$ cat config.mk
export PLATFORM = sky130hd
export DESIGN_NAME = mealy_observer
export DESIGN_NICKNAME = d
export VERILOG_FILES = /design/src/rtl/mealy_pkg.sv /design/src/rtl/mealy_cand_step.sv /design/src/rtl/mealy_observer.sv
export SDC_FILE = /design/constraint.sdc
export NUM_CORES = 1
export LEC_CHECK = 0
export CORE_MARGIN = 4
export CORE_UTILIZATION = 45
export CTS_BUF_LIST = sky130_fd_sc_hd__clkbuf_4
export CTS_CLUSTER_SIZE = 12
export DETAILED_ROUTE_END_ITERATION = 7
export HOLD_SLACK_MARGIN = 0.15
export PLACE_DENSITY = 0.87
export REMOVE_ABC_BUFFERS = 1
export SYNTH_ARGS = -nofsm -noshare
export SYNTH_HDL_FRONTEND = slang
export SYNTH_SLANG_ARGS = --single-unit
$ cat constraint.sdc
create_clock -name clk -period 1.9 [get_ports clk]
set_input_delay 0.285 -clock clk [delete_from_list [all_inputs] [get_ports clk]]
set_output_delay 0.285 -clock clk [all_outputs]
set_load 0.01 [all_outputs]
$ cat src/rtl/mealy_pkg.sv
`default_nettype none
// ============================================================================
//  Module      : mealy_pkg
//  Description : Shared definitions for the 3-state, 2-bit-input Mealy
//                machine: transition/output tables, observer FSM states and
//                candidate-mask helpers.
//  Revision    : 1.0 - initial release
// ============================================================================
package mealy_pkg;

   localparam int NUM_STATES = 3;
   localparam int SW_W       = 2;
   localparam int NUM_SW     = 1 << SW_W;

   // Next state, indexed [state][sw]
   localparam logic [1:0] NEXT_TBL [NUM_STATES][NUM_SW] = '{
      '{2'd1, 2'd2, 2'd1, 2'd0},   // S0
      '{2'd2, 2'd2, 2'd2, 2'd0},   // S1
      '{2'd0, 2'd0, 2'd2, 2'd0}    // S2
   };

   // Output bit, indexed [state][sw]
   localparam logic OUT_TBL [NUM_STATES][NUM_SW] = '{
      '{1'b1, 1'b0, 1'b1, 1'b0},   // S0
      '{1'b1, 1'b1, 1'b1, 1'b1},   // S1
      '{1'b1, 1'b1, 1'b0, 1'b0}    // S2
   };

   typedef enum logic [1:0] {
      SEARCH = 2'd0,
      LOCKED = 2'd1,
      LOST   = 2'd2
   } obs_state_t;

   // Number of candidates in a mask (0..3)
   function automatic logic [1:0] cand_count(input logic [NUM_STATES-1:0] c);
      return {1'b0, c[0]} + {1'b0, c[1]} + {1'b0, c[2]};
   endfunction

   // Index of the highest set bit; only meaningful for a one-hot mask
   function automatic logic [1:0] cand_index(input logic [NUM_STATES-1:0] c);
      if (c[2])
         return 2'd2;
      else if (c[1])
         return 2'd1;
      else
         return 2'd0;
   endfunction

endpackage : mealy_pkg
`default_nettype wire

$ cat src/rtl/mealy_cand_step.sv
`default_nettype none
// ============================================================================
//  Module      : mealy_cand_step
//  Description : Combinational candidate-set update. Keeps every state whose
//                output for the applied symbol matches the observed bit and
//                maps it through the transition table.
//  Ports       : cand      - current candidate mask
//                sw        - observed input symbol
//                o         - observed output bit
//                cand_next - filtered and advanced candidate mask
//  Revision    : 1.0 - initial release
// ============================================================================
module mealy_cand_step
   import mealy_pkg::*;
(
   input  logic [NUM_STATES-1:0] cand,
   input  logic [SW_W-1:0]       sw,
   input  logic                  o,
   output logic [NUM_STATES-1:0] cand_next
);

   always_comb begin
      cand_next = '0;
      for (int s = 0; s < NUM_STATES; s++) begin
         if (cand[s] && (OUT_TBL[s][sw] == o))
            cand_next[NEXT_TBL[s][sw]] = 1'b1;
      end
   end

endmodule : mealy_cand_step
`default_nettype wire

$ cat src/rtl/mealy_observer.sv
`default_nettype none
// ============================================================================
//  Module      : mealy_observer
//  Description : Passive observer that tracks the set of machine states
//                consistent with the observed (sw, out) stream, reporting
//                lock when one state remains and loss when none remain.
//  Ports       : clk, reset          - clock, sync active-high reset
//                obs_valid           - one observed step this cycle
//                obs_sw, obs_out     - symbol applied / bit produced
//                resync              - restart from the full candidate set
//                cand                - candidate-state mask
//                locked, est_state   - single candidate and its index
//                lost                - no candidate left (sticky)
//                step_cnt            - saturating count of SEARCH observations
//  Revision    : 1.0 - initial release
// ============================================================================
module mealy_observer
   import mealy_pkg::*;
#(
   parameter int CNT_W = 8
)(
   input  logic                  clk,
   input  logic                  reset,
   input  logic                  obs_valid,
   input  logic [SW_W-1:0]       obs_sw,
   input  logic                  obs_out,
   input  logic                  resync,
   output logic [NUM_STATES-1:0] cand,
   output logic                  locked,
   output logic [1:0]            est_state,
   output logic                  lost,
   output logic [CNT_W-1:0]      step_cnt
);

   localparam logic [NUM_STATES-1:0] C_ALL = '1;

   obs_state_t              r_state;
   logic [NUM_STATES-1:0]   w_cand_in;
   logic [NUM_STATES-1:0]   w_cand_next;
   logic [1:0]              w_count;
   logic                    w_accept;

   // A resync restarts the filter from the full set, so a same-cycle
   // observation is judged against every state rather than the old mask.
   assign w_cand_in = resync ? C_ALL : cand;
   assign w_count   = cand_count(w_cand_next);
   assign w_accept  = obs_valid && (resync || (r_state != LOST));

   mealy_cand_step u_step (
      .cand      (w_cand_in),
      .sw        (obs_sw),
      .o         (obs_out),
      .cand_next (w_cand_next)
   );

   always_ff @(posedge clk) begin
      if (reset) begin
         r_state   <= SEARCH;
         cand      <= C_ALL;
         locked    <= 1'b0;
         est_state <= 2'd0;
         lost      <= 1'b0;
         step_cnt  <= '0;
      end else if (w_accept) begin
         cand <= w_cand_next;
         case (w_count)
            2'd0: begin
               r_state   <= LOST;
               locked    <= 1'b0;
               est_state <= 2'd0;
               lost      <= 1'b1;
            end
            2'd1: begin
               r_state   <= LOCKED;
               locked    <= 1'b1;
               est_state <= cand_index(w_cand_next);
               lost      <= 1'b0;
            end
            default: begin
               r_state   <= SEARCH;
               locked    <= 1'b0;
               est_state <= 2'd0;
               lost      <= 1'b0;
            end
         endcase
         // Counting restarts at one on a resync step; otherwise only
         // observations taken from SEARCH advance the saturating counter.
         if (resync)
            step_cnt <= CNT_W'(1);
         else if ((r_state == SEARCH) && (step_cnt != '1))
            step_cnt <= step_cnt + CNT_W'(1);
      end else if (resync) begin
         r_state   <= SEARCH;
         cand      <= C_ALL;
         locked    <= 1'b0;
         est_state <= 2'd0;
         lost      <= 1'b0;
         step_cnt  <= '0;
      end
   end

endmodule : mealy_observer
`default_nettype wire

==> impl_metrics.yaml, run 1 <==
cells_and_area:
  syn2layout_area_growth_pct: 54.71
  nets: 164
  n_antenna_cell: 0
  finalNonFillerCells: 179
  n_fill_cell: 129
  drive_gt1_share_pct: 30.52
  fin_area_mm2: 0.001398
synthesis:
  syn_avg_cell_area_um2: 8.443
  synth.most_common_cell: "dfxtp_1"
  ys_warn_count: 0
  muxShareOfSynthArea_pct: 1.108
  seq_area_frac_synth_pct: 33.24
  synth-xor-area-share_pct: 1.939
  synth_top_area_share_pct: 33.24
  synth.area.top_cells: "dfxtp_1, nor2_1, o21ai_0"
  synthCells: 107
  yosys.area_share.simple_pct: 31.99
  synth_top_family_by_area: "simple AND/OR/NAND/NOR gates"
  ys.flop_type: "dfxtp_1"
  synthArstFlopShare_pct: 0
  ys_ff_latch: 15
  synth-compound-area-share_pct: 24.93
  synth_fa_ha_area_share_pct: 3.601
  yosys.area.top_type: "dfxtp_1"
  syn_area_um2: 903.4
  synth_edf_count: 0
  synth_common_cells: "dfxtp_1, nor2_1, o21ai_0, a21oi_1, nand3_1"
  ys_types: 40
global_routing:
  grt_pass1_vias: 1037
  grt_util_all_layers_pct: 22.99
  grt_max_degree: 9
  antenna_found_initial: 0
  grt_overflow: 0
  grt_pass1_wl_um: 4698
status:
  violations: "negative setup slack"
  status: "finished, violations left"
floorplan:
  core_mm2: 0.001821
  start_util_pct: 49.62
  ioPinCount: 22
  dieArea_mm2: 0.002788
  die_w_um: 52.81
  die_h_um: 52.81
  num_rows: 15
power:
  leakagePower_nw: 0.5717
  powerDensity_mw_per_mm2: 577.0
  total_power_w: 0.0008064
  peakVddDrop_uv: 435.4
drt:
  vias: 1029
  post_drt_wl_per_cell_um: 15.06
  avgViaCountPerCell: 5.749
  drtAntennaViolNets: 0
  totalWireLength_um: 2696
  drt_pass1_iterations: 4
  drt_iter0_drc: 36
  drcViolationCount: 0
worst_setup_path:
  path_depth: 7
  setup.worst_path.start: "cand[2]"
  critical-path-slowest-cell: "fa_2"
  crit_end: "est_state[0]"
  worstPathMaxFanout: 3
  cpLargestDelayFamily: "simple AND/OR/NAND/NOR gates"
  startpoint_type: "register"
  critPathRequiredTime_ns: 2.12
  cp.arrival_ns: 2.31
  path_cells: "a211oi_2 -> a311oi_2 -> or2_4 -> fa_2 -> nor3b_4 -> nand3_1 -> o21ai_1"
  crit_path_max_incr_delay_ns: 0.59
  rrSetupSlack_ns: -0.18
  r2r_start: "cand[2]"
  reg2reg_to: "est_state[0]"
  worstSetupEndpointType: "register"
  crit_type: "register to register"
  worst_r2r_path_depth: 7
  crit_buf_inv: 0
place:
  gp_congestion: 0.8892
  port_buffers: 21
  dp_hpwl_um: 1906
  dp_cells: 172
  dpl_cell_area_mm2: 0.001296
sta:
  slew_headroom_pct: 79.06
  max_freq_ghz: 0.4799
  rsz0062_at_grt: "yes"
  period_needed_ns: 2.084
  hold_viol: 0
  finalClockSkew_ns: 0.002448
  finalWorstSetupSlack_ns: -0.1837
  period_share_pct: 109.7
  setup_viol: 4
  drv_slew: 0
  whs_ns: 0.4876
  tightestPinTransition_ns: 0.3136
clock_tree:
  htreeDepth: 1
  clockBufferDepth: 2
  insertion_delay_ns: 0.28
  cts.clk_slew.worst_paths_ns: 0.09
  numCtsBuffers: 3
  clkSinkCount: 15
  cts_tree: "yes"
  holdBufCountCts: 0
  cts_root_buffer: "clkbuf_4"
hold_path:
  min_path_type: "register to register"
run:
  maxCapViolCount: 0
## cell usage in the layout, fill, tap and decap left out, types with 3 or more instances in the layout
cell	n
dlygate4sd2_1	4
o21ai_0	6
nor2_1	12
clkbuf_4	4
clkdlybuf4s50_1	17
nor3_1	5
buf_4	25
dfxtp_1	14
nand2_1	5
a21oi_1	4
nand3_1	6
o211ai_1	3
## per-stage QoR
stage	setup WS [ns]	setup TNS, ns	utilization, %
after floorplan	-0.1145	-0.1687	-
after global placement	-0.5673	-1.952	71.20
after detailed placement	-0.6893	-2.423	71.20
after CTS	-0.07962	-0.1389	75.81
after global routing	-0.2918	-0.8529	76.77
final	-0.1837	-0.4797	76.77
## final cells by class
class | instances | area [um^2] | area share (%)
multi-input combinational | 86 | 623.1 | 44.58
clock buffer | 4 | 30.03 | 2.149
tap | 25 | 31.28 | 2.238
timing repair buffer | 47 | 404.1 | 28.92
inverter | 2 | 7.507 | 0.5372
sequential | 15 | 301.5 | 21.58
## state kept, by name (all words and copies together), names as in the netlist
name,flops
locked,1
r_state,1
cand,3
est_state,2
step_cnt,8
## cell families (layout without fill, tap and decap cells)
logic type               after synthesis  count (layout)
AND/OR/NAND/NOR                       49              49
AO/OA/AOI/OAI                         32              32
flip-flops                            15              15
buffers and inverters                  6              53
adder cells (fa/ha/maj)                2               2
XOR/XNOR                               2               2
multiplexers                           1               1
## where the power goes
group          internal (W)  switching [W]
Clock             0.0000958       0.000105
Combinational      0.000143       0.000114
Sequential         0.000328      0.0000202
## repair_timing
action | CTS | global route
pin swaps | 8 | 4
resized for setup | 15 | 3
endpoints found under the setup margin | 4 | 4
buffers inserted | 2 | 1
## worst reg2reg max path: cells and delay by family (launching register included)
family / cells / cell delay (ns)
and+or+nand+nor: 3 / 0.60
adders and majority gates: 1 / 0.59
DFF: 1 / 0.36
AOI/OAI and AO/OA: 3 / 0.48
## worst min-delay path by stage
stage	start	to	slack, ns	depth (start not counted)
after floorplan	reset	locked	0.35	1
after global routing	est_state[0]	est_state[0]	0.53	2
final	est_state[0]	est_state[0]	0.49	2
after CTS	est_state[0]	est_state[0]	0.49	2
after detailed placement	est_state[1]	est_state[1]	0.47	1
after global placement	est_state[1]	est_state[1]	0.47	1
## layer usage
layer | up-vias | share of wire [%] | GRT usage [%]
li1 | 494 | - | -
met1 | 494 | 42 | 27.76
met2 | 33 | 51 | 38.64
met3 | 8 | 4.4 | 4.274
met4 | 0 | 2.1 | 11.06
met5 | - | 0 | 0
(Power assumes the default switching activity.)
==> inputs of run 2 (changes only) <==
--- a/config.mk
+++ b/config.mk
@@ -13,6 +13,7 @@
 export HOLD_SLACK_MARGIN = 0.15
 export PLACE_DENSITY = 0.87
 export REMOVE_ABC_BUFFERS = 1
+export SKIP_LAST_GASP = 1
 export SYNTH_ARGS = -nofsm -noshare
 export SYNTH_HDL_FRONTEND = slang
 export SYNTH_SLANG_ARGS = --single-unit
==> impl_metrics.yaml, run 2 (same netlist as run 1, synthesis figures left out) <==
cells_and_area:
  syn2layout_area_growth_pct: 54.71
  n_antenna_cell: 0
  final_common_cell: "buf_4"
  multi_input_area_um2: 623.1
  n_fill_cell: 129
  fin_area_mm2: 0.001398
  final_cell_mix: "buf_4, clkdlybuf4s50_1, dfxtp_1, nor2_1"
  largest_reg_flops: 8
  regMostFlops: "step_cnt"
  nets: 164
  regArea_um2: 301.5
  drive_gt1_share_pct: 30.52
  top_regs: "step_cnt (8), cand (3), est_state (2)"
  finalNonFillerCells: 179
status:
  violations: "negative setup slack"
  status: "finished, violations left"
floorplan:
  dieArea_mm2: 0.002788
  ioPinCount: 22
  die_h_um: 52.81
  core_mm2: 0.001821
  die_w_um: 52.81
  start_util_pct: 49.62
  num_rows: 15
drt:
  avgViaCountPerCell: 5.737
  highest_layer: "met4"
  drt_iter0_drc: 36
  drtAntennaViolNets: 0
  wl_met2_um: 1373
  drcViolationCount: 0
  totalWireLength_um: 2696
  wl_met1_um: 1146
  wl_met3_um: 119
  post_drt_wl_per_cell_um: 15.06
  drt_pass1_iterations: 4
  vias: 1027
clock_tree:
  insertion_delay_ns: 0.28
  holdBufCountCts: 0
  clkSinkCount: 15
  numCtsBuffers: 3
  cts_tree: "yes"
  htreeDepth: 1
  cts.clk_slew.worst_paths_ns: 0.09
  clockBufferDepth: 2
  cts_root_buffer: "clkbuf_4"
sta:
  finalSetupTns_ns: -0.4848
  rsz0062_at_grt: "yes"
  setup_viol: 4
  finalClockSkew_ns: 0.002448
  hold_viol: 0
  period_needed_ns: 2.084
  period_share_pct: 109.7
  max_freq_ghz: 0.4799
  tightestPinTransition_ns: 0.3136
  finalWorstSetupSlack_ns: -0.1837
  slew_headroom_pct: 79.06
  whs_ns: 0.4876
  drv_slew: 0
place:
  gp_congestion: 0.8892
  post-place-ws_ns: -0.6893
  dpl_cell_area_mm2: 0.001296
  dp_hpwl_um: 1906
  dp_cells: 172
  port_buffers: 21
worst_setup_path:
  cp.arrival_ns: 2.31
  crit_path_max_incr_delay_ns: 0.59
  worstPathMaxFanout: 3
  crit_type: "register to register"
  worstSetupEndpointType: "register"
  startpoint_type: "register"
  critical-path-slowest-cell: "fa_2"
  critPathRequiredTime_ns: 2.12
  path_cells: "a211oi_2 -> a311oi_2 -> or2_4 -> fa_2 -> nor3b_4 -> nand3_1 -> o21ai_1"
power:
  peakVddDrop_uv: 435.5
  powerDensity_mw_per_mm2: 577.1
  leakagePower_nw: 0.5717
hold_path:
  min_path_type: "register to register"
global_routing:
  grt_pass1_wl_um: 4698
  grt_pass1_vias: 1037
  antenna_found_initial: 0
  grt_max_degree: 9
  grt_util_all_layers_pct: 22.99
  grt_overflow: 0
run:
  maxCapViolCount: 0
run 2: cell counts in the layout (fill, tap and decap cells not counted):
Identical to the previous run, type by type.
run 2: routing by layer:
layer | vias up | global-route usage (%)
met5 | - | 0
met4 | 0 | 11.06
met3 | 8 | 4.274
met2 | 33 | 38.64
met1 | 492 | 27.76
li1 | 494 | -
run 2: worst paths after layout:
| check | start | to | slack (ns) | cells after the start |
|---|---|---|---|---|
| worst max-delay path | cand[2] | est_state[0] | -0.18 | 7 |
| worst min register to register | est_state[0] | est_state[0] | 0.49 | 2 |
| worst max register to register | cand[2] | est_state[0] | -0.18 | 7 |
| worst min-delay path | est_state[0] | est_state[0] | 0.49 | 2 |
run 2: power breakdown:
group,internal [W],switching [W],total [W]
registers,0.000328,0.0000202,0.000348
clock network,0.0000958,0.000105,0.000201
logic,0.000143,0.000114,0.000257
run 2: critical path, delay by kind of cell (launching register included):
family | cells | cell delay, ns
simple gates | 3 | 0.59
fa+ha+maj | 1 | 0.59
compound gates | 3 | 0.48
flops | 1 | 0.36
run 2: layout make-up:
| cell class | count | area share (%) |
|---|---|---|
| multi-input combinational | 86 | 44.58 |
| timing repair buffer | 47 | 28.92 |
| sequential | 15 | 21.58 |
| tap | 25 | 2.238 |
| clock buffer | 4 | 2.149 |
| inverter | 2 | 0.5372 |
run 2: repair_timing:
action	4_1_cts	5_1_grt
setup buffers	2	1
gates cloned	0	0
endpoints found under the setup margin	4	4
gates resized for setup	15	3
pin swaps	8	3
run 2: per-stage QoR:
stage / utilization, % / total power [W]
global route: 76.77 / 0.0008437
finish: 76.77 / 0.0008065
floorplan: - / 0.0004438
CTS: 75.81 / 0.0007875
detailed placement: 71.20 / 0.0005704
global placement: 71.20 / 0.0005633
